File: src/rtl/dm_arbiter.sv
// rtl/dm_arbiter.sv - two-requester arbiter/sequencer for the single-port data memory
//
// Ports:
//   CLK, RST            clock; asynchronous active-high reset
//   c_req_* / c_rsp_*   CPU requester (id 0): valid/we/addr/wdata -> ready; rsp valid/rdata/err
//   d_req_* / d_rsp_*   debug/DMA requester (id 1), same meaning as the CPU port
//   mem_en/we/addr/wdata synchronous memory port, driven only in ISSUE
//   mem_rdata           memory read data, valid the cycle after a read strobe
//
// Optional feature: define DM_ARB_RR_EN for round-robin arbitration between the
// two requesters; without it the CPU has fixed priority.
module dm_arbiter #(
  parameter int DATA_W = 32,
  parameter int ADDR_W = 10,
  parameter int DEPTH  = 1024
) (
  input  logic              CLK,
  input  logic              RST,
  input  logic              c_req_valid,
  input  logic              c_req_we,
  input  logic [ADDR_W-1:0] c_req_addr,
  input  logic [DATA_W-1:0] c_req_wdata,
  output logic              c_req_ready,
  output logic              c_rsp_valid,
  output logic [DATA_W-1:0] c_rsp_rdata,
  output logic              c_rsp_err,
  input  logic              d_req_valid,
  input  logic              d_req_we,
  input  logic [ADDR_W-1:0] d_req_addr,
  input  logic [DATA_W-1:0] d_req_wdata,
  output logic              d_req_ready,
  output logic              d_rsp_valid,
  output logic [DATA_W-1:0] d_rsp_rdata,
  output logic              d_rsp_err,
  output logic              mem_en,
  output logic              mem_we,
  output logic [ADDR_W-1:0] mem_addr,
  output logic [DATA_W-1:0] mem_wdata,
  input  logic [DATA_W-1:0] mem_rdata
);

  typedef enum logic [1:0] {IDLE, ISSUE, RESP} state_t;

  // One extra bit so DEPTH == 2**ADDR_W is representable; compare is unsigned.
  localparam logic [ADDR_W:0] DEPTH_L = DEPTH[ADDR_W:0];

  state_t              state_q, state_d;
  logic                gnt_q, gnt_d;      // 0 = CPU, 1 = DMA
  logic                we_q, we_d;
  logic [ADDR_W-1:0]   addr_q, addr_d;
  logic [DATA_W-1:0]   wdata_q, wdata_d;
  logic                err_q, err_d;

  logic                grant_cpu, grant_dma;
  logic                out_of_range;
  logic                rsp_active;
  logic [DATA_W-1:0]   rsp_rdata;

  assign out_of_range = ({1'b0, addr_q} >= DEPTH_L);

`ifdef DM_ARB_RR_EN
  logic last_grant_q, last_grant_d;

  // On a contest the requester that did not win last time goes first.
  assign grant_dma = d_req_valid && (!c_req_valid || !last_grant_q);
`else
  assign grant_dma = d_req_valid && !c_req_valid;
`endif
  assign grant_cpu = c_req_valid && !grant_dma;

  assign c_req_ready = (state_q == IDLE) && grant_cpu;
  assign d_req_ready = (state_q == IDLE) && grant_dma;

  always_comb begin
    state_d = state_q;
    gnt_d   = gnt_q;
    we_d    = we_q;
    addr_d  = addr_q;
    wdata_d = wdata_q;
    err_d   = err_q;
`ifdef DM_ARB_RR_EN
    last_grant_d = last_grant_q;
`endif
    case (state_q)
      IDLE: begin
        if (c_req_ready || d_req_ready) begin
          gnt_d   = d_req_ready;
          we_d    = d_req_ready ? d_req_we    : c_req_we;
          addr_d  = d_req_ready ? d_req_addr  : c_req_addr;
          wdata_d = d_req_ready ? d_req_wdata : c_req_wdata;
          err_d   = 1'b0;
`ifdef DM_ARB_RR_EN
          last_grant_d = d_req_ready;
`endif
          state_d = ISSUE;
        end
      end
      ISSUE: begin
        err_d   = out_of_range;
        state_d = RESP;
      end
      RESP:    state_d = IDLE;
      default: state_d = IDLE;
    endcase
  end

  always_ff @(posedge CLK or posedge RST) begin
    if (RST) begin
      state_q <= IDLE;
      gnt_q   <= 1'b0;
      we_q    <= 1'b0;
      addr_q  <= '0;
      wdata_q <= '0;
      err_q   <= 1'b0;
`ifdef DM_ARB_RR_EN
      last_grant_q <= 1'b1;
`endif
    end else begin
      state_q <= state_d;
      gnt_q   <= gnt_d;
      we_q    <= we_d;
      addr_q  <= addr_d;
      wdata_q <= wdata_d;
      err_q   <= err_d;
`ifdef DM_ARB_RR_EN
      last_grant_q <= last_grant_d;
`endif
    end
  end

  // Memory port: only touched during ISSUE and only for in-range addresses.
  assign mem_en    = (state_q == ISSUE) && !out_of_range;
  assign mem_we    = mem_en && we_q;
  assign mem_addr  = mem_en ? addr_q : '0;
  assign mem_wdata = mem_we ? wdata_q : '0;

  // Valid and err come straight from state/err flops. Read data cannot be
  // registered: the memory only presents it during RESP, so it is passed
  // through, gated to zero outside RESP and for writes or errors.
  assign rsp_active = (state_q == RESP);
  assign rsp_rdata  = (rsp_active && !we_q && !err_q) ? mem_rdata : '0;

  assign c_rsp_valid = rsp_active && !gnt_q;
  assign c_rsp_err   = c_rsp_valid && err_q;
  assign c_rsp_rdata = gnt_q ? '0 : rsp_rdata;
  assign d_rsp_valid = rsp_active && gnt_q;
  assign d_rsp_err   = d_rsp_valid && err_q;
  assign d_rsp_rdata = gnt_q ? rsp_rdata : '0;

endmodule
File: config.mk
export PLATFORM = sky130hd
export DESIGN_NAME = dm_arbiter
export DESIGN_NICKNAME = d
export VERILOG_FILES = /design/src/rtl/dm_arbiter.sv
export SDC_FILE = /design/constraint.sdc
export NUM_CORES = 1
export LEC_CHECK = 0
export ABC_AREA = 1
export BUFFER_PORTS_ARGS = -buffer_cell sky130_fd_sc_hd__buf_2
export CORE_ASPECT_RATIO = 1.4
export CORE_MARGIN = 2
export CORE_UTILIZATION = 44
export DETAILED_ROUTE_END_ITERATION = 6
export GPL_ROUTABILITY_DRIVEN = 0
export PLACE_DENSITY = 0.82
export REMOVE_ABC_BUFFERS = 1
export SLEW_MARGIN = 20
export SYNTH_ARGS = -nofsm -noshare
export SYNTH_HDL_FRONTEND = slang
export SYNTH_SLANG_ARGS = --single-unit
export TNS_END_PERCENT = 100
File: constraint.sdc
create_clock -name CLK -period 1.9 [get_ports CLK]
set_clock_uncertainty 0.05 [all_clocks]
set_input_delay 0.19 -clock CLK [delete_from_list [all_inputs] [get_ports CLK]]
set_output_delay 0.19 -clock CLK [all_outputs]
set_load 0.1 [all_outputs]
==> reports/qor.txt <==
Final Hold Violating Endpoints: 0
Post-synth EDFFs: 0
Post-synth design cell area: 0.003782 mm²
Initial Utilization: 0.4472
Setup Slack @ Placement: 0.03229 ns
Yosys warns: 0
Die Span Y: 113.7 µm
Max IR drop VDD: 0.001126 V
Post-Route WL: 21.02 mm
Number of global-route vias before repair: 5050
PwrDens: 1613 mW/mm²
Post-DP HPWL: 10.46 mm
Filler Cell Count: 297
Fin cells: 935
Unrepaired setup endpoints after global routing: yes
Yosys top cell area share: 0.3043
Vias per cell: 5.752
Max Slew Vio Count: 0
H-tree Lvls: 2
Fin nets: 951
Worst slew pin tran: 0.5327 ns
Synth area leaders: dfrtp_1, inv_1, nor3_2, nand2_1, nand3_1
CTS Root Cell: clkbuf_16
I/O pin total: 236
Slew margin rel.: 0.6473
Leakage: 0.004098 µW
First-pass GRT wire length: 27.14 mm
Crit path max fanout: 8
Seq/Total Area, Yosys: 0.3043
Die Area: 0.009365 mm²
Core area: 0.008458 mm²
Via Count: 5378
Fin Setup TNS: -8.974 ns
Clk_lat worst skew: 0.28 ns
Worst min-delay path class: in2reg
Setup-failing EPs final: 100
Width of the chip: 82.36 µm
Standard-cell row count: 40
Final hold slack: 0.1517 ns
Violated checks: setup timing
Clk slew on worst S/H paths: 0.06 ns
Drt first pass iters: 5
TritonCTS Sinks: 46
Syn_area_per_cell: 6.433 µm²
Most used flip-flop cell after synthesis: dfrtp_1
Largest net degree at the start of global routing: 44
Most common cell after layout, fill and taps aside: inv_1
Total GRT Usage: 0.3846
Final Util: 0.9166
Initial antenna violation count: 0
#FFs+latches synth: 46
DRC Markers: 0
CP Class: reg2out
Port-buffer cells: 233
P&R area growth vs syn: 105.0%
DRT iter0 DRCs: 626
Commonest non-fill, non-tap cells in the layout: inv_1, nand2_1, buf_2
Longest Clk Path Bufs: 2
FFs w/ async S/R, synth: 1.000
Avg WL per Cell: 22.48 µm
Minimum clock period: 2.088 ns
DP Cell Count: 908
Yosys cell types: 22
Cell accounting for the most synthesized area: dfrtp_1
Status: finished with violations
Final period utilization: 1.099
CTS Buf Count: 5
Routed Antenna Nets: 0
Mapped Cells: 588
Final worst slack: -0.1877 ns
Share of layout cells above drive strength 1: 0.4777
GR Overflow Total: 0
CP endpoint kind: output pin
CP startpoint kind: flop
Worst path required time: 1.66 ns
FMAX: 0.4790 GHz
Max-Cap Viols: 0
CTS tree: done
Critical Path AT: 1.85 ns
==> sequential cells by signal (all words and copies together), names as in the netlist <==
register  count
wdata_q      32
we_q          1
gnt_q         1
state_q       2
addr_q       10
==> layout make-up <==
class	count	area, µm²	area share
Antenna cell	1	2.502	0.0003228
Inverter	168	638.1	0.08231
Timing Repair Buffer	270	3297	0.4253
Multi-Input combinational cell	338	2395	0.3089
Tap cell	105	131.4	0.01695
Sequential cell	46	1152	0.1486
Clock buffer	6	128.9	0.01662
Clock inverter	1	7.507	0.0009684
==> cells in the mapped netlist (2+ instances only) <==
master and number:
clkbuf_1 9, clkinv_1 2, nand3_1 86, inv_1 165
nor3_2 60, buf_1 2, dfrtp_1 46, nand2_1 131
nor2_1 46, nor3_1 4, buf_4 2, buf_2 19
buf_6 7
==> where the power goes <==
group	internal (µW)	switching, µW	total [µW]
clock	482	376	858
sequential	1480	375	1860
combinational	3010	6780	9790
==> critical path: stages, from the launching register on <==
cell and delay (ns):
dfrtp_1 0.40, inv_2 0.09, nand2_4 0.05, or2_4 0.27
buf_12 0.15, buf_16 0.15, nor3_4 0.22, buf_12 0.21
==> cell families (layout without fill, tap and decap cells) <==
logic type	after synthesis	count (layout)	share of synthesized area
other	1	3	0.0009914
AND/OR/NAND/NOR	332	334	0.4635
AO/OA/AOI/OAI	2	2	0.003638
flip-flops	46	46	0.3043
buffers and inverters	207	445	0.2276
==> metrics by stage <==
stage	total power [µW]	instance area [µm²]
floorplan	6677	3556
global placement	9410	6693
detailed placement	9604	6693
CTS	11410	7488
global route	12850	7750
finish	12510	7752
==> per-layer routing <==
metal / global-route usage / share of wire / vias to the layer above
li1: - / - / 2216
met1: 0.4174 / 0.31 / 2425
met2: 0.6253 / 0.47 / 546
met3: 0.1282 / 0.13 / 191
met4: 0.2489 / 0.094 / 0
met5: 0 / 0 / -
==> repair_timing <==
item | CTS | global route
cloned | 5 | 1
endpoints found under the hold margin | 19 | 0
setup endpoints to repair | 92 | 112
gates resized for setup | 100 | 49
pin swaps | 7 | 12
hold buffers | 1 | 0
buffers inserted | 9 | 3
==> worst paths after layout <==
path / start / slack [ns] / to / cells past startpoint
worst max-delay path: state_q[0]$_DFFE_PP0P_ / -0.19 / d_rsp_rdata[30] / 7
worst min-delay path: c_req_wdata[16] / 0.15 / wdata_q[16]$_DFFE_PP0P_ / 5
worst max register to register: state_q[0]$_DFFE_PP0P_ / -0.08 / wdata_q[0]$_DFFE_PP0P_ / 9
worst min register to register: wdata_q[30]$_DFFE_PP0P_ / 0.43 / wdata_q[30]$_DFFE_PP0P_ / 2
max in group asynchronous: RST / 0.69 / wdata_q[7]$_DFFE_PP0P_ / 4
min in group asynchronous: RST / 0.51 / state_q[0]$_DFFE_PP0P_ / 3
Note: power is estimated with default switching activity, not from simulation.
